[src/rtl/stopwatch_ctrl_if.sv]
// stopwatch_ctrl_if: raw button/switch inputs and divider/counter controls of the stopwatch controller
interface stopwatch_ctrl_if;
    logic       btn_start;
    logic       btn_clear;
    logic       btn_lap;
    logic       quick_sw;
    logic       run_en;
    logic       quick;
    logic       cnt_clear;
    logic       disp_freeze;
    logic [1:0] state;
    modport master (
        output btn_start, btn_clear, btn_lap, quick_sw,
        input  run_en, quick, cnt_clear, disp_freeze, state
    );
    modport slave (
        input  btn_start, btn_clear, btn_lap, quick_sw,
        output run_en, quick, cnt_clear, disp_freeze, state
    );
endinterface

[src/rtl/stopwatch_ctrl.sv]
// stopwatch_ctrl: synchronise and debounce the buttons, then run the IDLE/RUN/PAUSE/LAP control FSM
module stopwatch_ctrl #(
    parameter int DEBOUNCE_CYCLES = 250000,
    parameter int DB_W            = 18
) (
    input logic             clk,
    input logic             rst,
    stopwatch_ctrl_if.slave io
);
    typedef enum logic [1:0] {IDLE = 2'b00, RUN = 2'b01, PAUSE = 2'b10, LAP = 2'b11} state_t;
    state_t          state_q, state_d;
    logic [3:0]      raw, sync1, sync2, lvl;
    logic [2:0]      lvl_q, press;
    logic [DB_W-1:0] cnt [4];
    logic            clr_d, clr_q;
    // channel order: 0 start, 1 clear, 2 lap, 3 quick switch
    assign raw   = {io.quick_sw, io.btn_lap, io.btn_clear, io.btn_start};
    assign press = lvl[2:0] & ~lvl_q;
    always_ff @(posedge clk or negedge rst) begin
        if (!rst) begin
            sync1 <= '0;
            sync2 <= '0;
            lvl   <= '0;
            lvl_q <= '0;
            for (int i = 0; i < 4; i++) cnt[i] <= '0;
        end else begin
            sync1 <= raw;
            sync2 <= sync1;
            lvl_q <= lvl[2:0];
            for (int i = 0; i < 4; i++) begin
                if (sync2[i] == lvl[i]) begin
                    cnt[i] <= '0;
                end else if (cnt[i] == DB_W'(DEBOUNCE_CYCLES - 1)) begin
                    lvl[i] <= sync2[i];
                    cnt[i] <= '0;
                end else begin
                    cnt[i] <= cnt[i] + DB_W'(1);
                end
            end
        end
    end
    always_ff @(posedge clk or negedge rst) begin
        if (!rst) begin
            state_q <= IDLE;
            clr_q   <= 1'b0;
        end else begin
            state_q <= state_d;
            clr_q   <= clr_d;
        end
    end
    // clear outranks start, start outranks lap; an illegal higher press lets a lower one act
    always_comb begin
        state_d = state_q;
        clr_d   = 1'b0;
        if (press[1] && (state_q == IDLE || state_q == PAUSE)) begin
            state_d = IDLE;
            clr_d   = 1'b1;
        end else if (press[0]) begin
            state_d = (state_q == RUN || state_q == LAP) ? PAUSE : RUN;
        end else if (press[2] && (state_q == RUN || state_q == LAP)) begin
            state_d = (state_q == RUN) ? LAP : RUN;
        end
    end
    assign io.run_en      = state_q == RUN || state_q == LAP;
    assign io.disp_freeze = state_q == LAP;
    assign io.state       = state_q;
    assign io.quick       = lvl[3];
    assign io.cnt_clear   = clr_q;
endmodule
[src/flat_wrapper.sv]
// flat-port wrapper written by rule: the top's interface ports become plain ports
module stopwatch_ctrl_flat 
#(
    parameter int DEBOUNCE_CYCLES = 250000,
    parameter int DB_W            = 18
)
  (clk, rst, io_btn_start, io_btn_clear, io_btn_lap, io_quick_sw, io_run_en, io_quick, io_cnt_clear, io_disp_freeze, io_state);
  stopwatch_ctrl_if io_i ();
  input logic clk;
  input logic rst;
  input wire logic [$bits(io_i.btn_start)-1:0] io_btn_start;
  input wire logic [$bits(io_i.btn_clear)-1:0] io_btn_clear;
  input wire logic [$bits(io_i.btn_lap)-1:0] io_btn_lap;
  input wire logic [$bits(io_i.quick_sw)-1:0] io_quick_sw;
  output wire logic [$bits(io_i.run_en)-1:0] io_run_en;
  output wire logic [$bits(io_i.quick)-1:0] io_quick;
  output wire logic [$bits(io_i.cnt_clear)-1:0] io_cnt_clear;
  output wire logic [$bits(io_i.disp_freeze)-1:0] io_disp_freeze;
  output wire logic [$bits(io_i.state)-1:0] io_state;
  assign io_i.btn_start = io_btn_start;
  assign io_i.btn_clear = io_btn_clear;
  assign io_i.btn_lap = io_btn_lap;
  assign io_i.quick_sw = io_quick_sw;
  assign io_run_en = io_i.run_en;
  assign io_quick = io_i.quick;
  assign io_cnt_clear = io_i.cnt_clear;
  assign io_disp_freeze = io_i.disp_freeze;
  assign io_state = io_i.state;
  stopwatch_ctrl #(.DEBOUNCE_CYCLES(DEBOUNCE_CYCLES), .DB_W(DB_W)) u_core (.clk(clk), .rst(rst), .io(io_i));
endmodule
[config.mk]
export PLATFORM = sky130hd
export DESIGN_NAME = stopwatch_ctrl_flat
export DESIGN_NICKNAME = d
export VERILOG_FILES = /design/src/rtl/stopwatch_ctrl_if.sv /design/src/rtl/stopwatch_ctrl.sv /design/src/flat_wrapper.sv
export SDC_FILE = /design/constraint.sdc
export NUM_CORES = 1
export LEC_CHECK = 0
export CAP_MARGIN = 15
export CORE_UTILIZATION = 30
export CTS_CLUSTER_DIAMETER = 120
export DETAILED_ROUTE_END_ITERATION = 8
export GPL_ROUTABILITY_DRIVEN = 0
export GPL_TIMING_DRIVEN = 0
export PLACE_DENSITY = 0.51
export SYNTH_ARGS = -nofsm -noshare
export SYNTH_HDL_FRONTEND = slang
export SYNTH_SLANG_ARGS = --single-unit
[constraint.sdc]
create_clock -name clk -period 3.9 [get_ports clk]
set_input_delay 0.585 -clock clk [delete_from_list [all_inputs] [get_ports clk]]
set_output_delay 0.585 -clock clk [all_outputs]
set_load 0.05 [all_outputs]
# After elaboration in Yosys (flattened, before gate mapping)
# Index checks and enable logic that the tools add are counted.
# word_totals
reg_bits	90
in_bits	6
out_inout_bits	6
wordCells	58
# classes
n_addsub	4
eq_ne	11
mux	14
bitwise	6
reduce_logical	10
# op_table
operator	n
2-to-1 mux 18 bit	8
adder 18 x 1 -> 18 bit (second input constant)	4
equality test 18 bit (second input constant)	4
2-to-1 mux 2 bit	5
AND reduction 2 bit	4
equality test 1 bit	4
equality test 2 bit (second input constant)	2
NOT 1 bit	4
AND 3 bit	1
NOT 3 bit	1
nonzero test 3 bit	1
equality test 2 x 1 -> 1 bit (second input constant)	1
logical AND 1 bit	2
logical NOT 2 bit	1
logical OR 1 bit	2
2-to-1 mux 1 bit	1

# Logic depth before layout (Yosys ltp)
# depth
depth_word	6
mapped_depth	6
mapped_depth_nobuf	5

# Worst setup path after synthesis
# Ideal clock, no wire load.
# synth_timing
path_type	reg-to-reg
from	register u_core.cnt[27] (netlist name)
to	register u_core.lvl[2]
setup_time_ps	125
arrival_time_ps	1743
required_ps	3775
setup_slack_ps	2032
stages_incl_launch_ff	5
path_buffers	0
period_less_slack_ps	1868
cell_sequence	dfrtp_1 > or4b_1 > or3_4 > nor2_1 > mux2_2
# synth_via
elab_chain_len	2
# synth_lines
item	line_no	rtl
from (decl)	stopwatch_ctrl.sv:14	logic [DB_W-1:0] cnt [4];
from (signal, indexed assignment)	stopwatch_ctrl.sv:37	cnt[i] <= cnt[i] + DB_W'(1);
equality test 18 bit	stopwatch_ctrl.sv:33	end else if (cnt[i] == DB_W'(DEBOUNCE_CYCLES - 1)) begin
AND reduction 2 bit (no source line)	--	
to (signal, indexed assignment)	stopwatch_ctrl.sv:34	lvl[i] <= sync2[i];
to (decl)	stopwatch_ctrl.sv:12	logic [3:0] raw, sync1, sync2, lvl;
# Every way passes these cells.
# A chain may end at the register's enable or synchronous reset.

# Worst setup path after layout
# layout_timing
from	register u_core.state_q[0], in the netlist u_core.io.state[0]
to	output port io_disp_freeze
# layout_via
elab_chain_len	1
# layout_lines
item	line_no	rtl
from (decl)	stopwatch_ctrl.sv:11	state_t state_q, state_d;
from (signal assigned)	stopwatch_ctrl.sv:47	state_q <= state_d;
equality test 2 bit	stopwatch_ctrl.sv:65	assign io.disp_freeze = state_q == LAP;
to (decl)	flat_wrapper.sv:18	output wire logic [$bits(io_i.disp_freeze)-1:0] io_disp_freeze;
# Every way passes these cells.

==> impl_metrics.json <==
{
  "syn_to_final_growth_pct": 16.0,
  "p_seq_share_pct": 49.8,
  "synth_warnings": 0,
  "post-route-period-util_pct": 61.1,
  "grt_pass1_vias": 2919,
  "grt_pass1_wl_um": 14000,
  "die_x_um": 120,
  "p_per_area_nw_per_um2": 397,
  "fin_skew_ps": 8.10,
  "diodes": 0,
  "grt_max_degree": 62,
  "post_cts_buffers": 0,
  "setup_viol": 0,
  "final-instance-count-excl-fill": 614,
  "syn_nets": 420,
  "clkPwrFrac_pct": 47.0,
  "path_buf_inv": 1,
  "swShare_pct": 22.1,
  "crit_path_max_incr_delay_ps": 790,
  "final.min_clock_period_ps": 2380,
  "multi_input_comb_area_um2": 1830,
  "p_total_mw": 1.93,
  "avgViaCountPerCell": 4.85,
  "r2r_slack_ps": 1610,
  "port_buffers": 11,
  "synth_cell_types": 40,
  "arrival_ps": 1800,
  "combPwrFrac_pct": 3.2,
  "first_pass_iters": 4,
  "crit_required_ps": 3310,
  "slew-limit-headroom_pct": 45.1,
  "cp_top_family": "buffers and inverters",
  "regToRegEndpoint": "u_core.cnt[43]",
  "clkTransAtPathRegs_ps": 70,
  "start_util_pct": 31.2,
  "cts_buffer_depth": 2,
  "dr_total_vias": 2978,
  "htree_levels": 3,
  "synth_edf_count": 0,
  "cts_tree": "done",
  "power.switching_uw": 426,
  "cts.root.buffer_cell": "clkbuf_16",
  "synthesis.area_um2": 4180,
  "synth_seq_area_share_pct": 53.8,
  "maxCapViolCount": 0,
  "rows": 42,
  "crit_path_end_kind": "output pin",
  "die_area_um2": 14400,
  "dp_hpwl_um": 5280,
  "fillers": 1361,
  "startpoint_type": "flop",
  "worstReg2RegStart": "u_core.cnt[40]",
  "fin_nets": 443,
  "overflow": 0,
  "rr_worst_depth": 5,
  "wirelength_um": 7800,
  "numClockSinks": 90,
  "synthCells": 410,
  "fin_hold_ws_ps": 178,
  "drive_above_1_share_pct": 7.99,
  "leakagePower_nw": 1.89,
  "antenna_found_initial": 0,
  "cp_max_fo": 9,
  "synth_ff_type": "dfrtp_1",
  "grt_setup_unrepaired": "false",
  "cp_slowest_cell": "clkdlybuf4s50_1",
  "grt_use_total_pct": 12.1,
  "fmax_ghz": 0.419,
  "placed_area_um2": 4540,
  "drtAntennaViolNets": 0,
  "placed_cells": 598,
  "worst_pin_slew_ps": 815,
  "io-pin-count": 12,
  "clock_latency_ps": 340,
  "die-height_um": 120,
  "register_area_um2": 2250,
  "drt_iter0_drc": 149,
  "cts_buffers": 9,
  "cts_repair_resize_count": 0,
  "core-area_um2": 13400,
  "syn_avg_cell_area_um2": 10.2,
  "crit_type": "reg2out",
  "finalHoldViolCount": 0,
  "p_int_mw": 1.50,
  "synth_seq_cells": 90,
  "status": "completed",
  "async_flop_share_pct": 100,
  "min_path_type": "in2async",
  "drc": 0,
  "slew_viol_final": 0,
  "stdcell_area_um2": 4850,
  "path_cells": "and2_1, clkdlybuf4s50_1",
  "avgRoutedWirePerCell_um": 12.7,
  "ir_worst_vdd_v": 0.000176,
  "finalSetupTns_ps": 0,
  "hold_buffers": 0
}
-- per-layer routing --
layer	track usage, %	up-vias	wire (um)
li1	-	1469	-
met1	16.7	1465	4010
met2	18.5	30	3460
met3	2.00	14	174
met4	5.86	0	163
met5	0	-	0
-- synthesized netlist by cell type (all sizes together), types with 4 or more instances --
cell	instances	area, um2
or4	7	53.8
nor4	19	119
nor3	12	60.1
mux2	4	45.0
inv	17	63.8
o21ai	6	41.3
ha	4	50.1
nand2b	5	31.3
xnor2	42	368
o31ai	7	57.6
nor2	77	289
nand2	18	67.6
xor2	17	149
nand4	20	131
dfrtp	90	2250
a21oi	9	45.0
buf	4	26.3
nand3	26	130
-- worst register-to-register path, stage by stage, from the launching register on --
cell and delay (ps):
dfrtp_1 440, nor4b_1 380, nand4b_1 190, o21ai_1 600
clkbuf_1 450, nor2_1 100
-- worst max path at each step --
stage | cells past startpoint | slack, ps | startpoint | endpoint
3_5_place_dp | 5 | 1590 | u_core.cnt[40] | u_core.cnt[43]
4_1_cts | 2 | 1500 | u_core.io.state[0] | io_disp_freeze
6_report | 2 | 1520 | u_core.io.state[0] | io_disp_freeze
3_3_place_gp | 1 | -1230 | rst | u_core.cnt[42]
2_1_floorplan | 4 | 2030 | u_core.cnt[27] | u_core.lvl[2]
5_1_grt | 5 | 1310 | u_core.cnt[40] | u_core.cnt[50]
-- layout by cell type (no fill, tap or decap), types with 2 or more instances in the layout --
master / netlist / final
nor2_1: 77 / 77
clkdlybuf4s50_1: 0 / 10
clkbuf_8: 0 / 2
nand2_1: 18 / 18
clkinv_4: 0 / 2
o31ai_1: 6 / 6
buf_2: 3 / 3
ha_1: 4 / 4
or2_2: 2 / 2
nor2b_1: 3 / 3
clkinvlp_4: 0 / 2
nor3_1: 12 / 12
or4_1: 6 / 6
nor4_1: 19 / 19
nand4b_1: 2 / 2
clkbuf_1: 2 / 2
xor2_1: 17 / 17
nand3_1: 26 / 26
mux2_2: 4 / 4
and4_1: 3 / 3
o21ai_0: 4 / 4
inv_1: 17 / 17
xnor2_1: 42 / 42
and2_1: 2 / 2
nand4_1: 19 / 19
a21oi_1: 9 / 9
or4b_1: 2 / 2
dfrtp_1: 90 / 90
or3_1: 2 / 2
nand2b_1: 5 / 5
clkbuf_16: 0 / 9
-- cells by family after synthesis --
family                   synth area share, %
AO/OA/AOI/OAI                           4.49
multiplexers                            1.08
buffers and inverters                   2.33
adder cells (fa/ha/maj)                 1.20
AND/OR/NAND/NOR                         24.7
flip-flops                              53.8
XOR/XNOR                                12.4
-- flip-flops by register name, summed over array words and instances (netlist names) --
name and flops:
u_core.sync2 4, u_core.cnt 72, u_core.sync1 4, u_core.io.state 2, u_core.lvl 4, u_core.io.cnt_clear 1, u_core.lvl_q 3
-- layout make-up --
type | count | share of cell area [%]
multi-input cells | 297 | 37.8
clock inverters | 5 | 1.29
repair buffers | 12 | 2.78
clock buffers | 11 | 5.21
plain buffers | 6 | 0.696
well taps | 176 | 4.54
flip-flops and latches | 90 | 46.4
inverters | 17 | 1.31
-- stage by stage --
step                setup WS [ps]  util (%)
floorplan                    2030         -
global placement            -1230      33.7
CTS                          1500      36.2
global route                 1310      36.2
finish                       1520      36.2
detailed placement           1590      33.9
-- power by group through the flow --
stage	sequential [mW]	combinational, mW	clock (mW)
2_1_floorplan	0.975	0.0290	0
6_report	0.959	0.0620	0.906
5_1_grt	0.961	0.0725	0.965
3_3_place_gp	0.977	0.0609	0
3_5_place_dp	0.977	0.0648	0
4_1_cts	0.959	0.0651	0.933
Power figures use the tool's default switching activity.
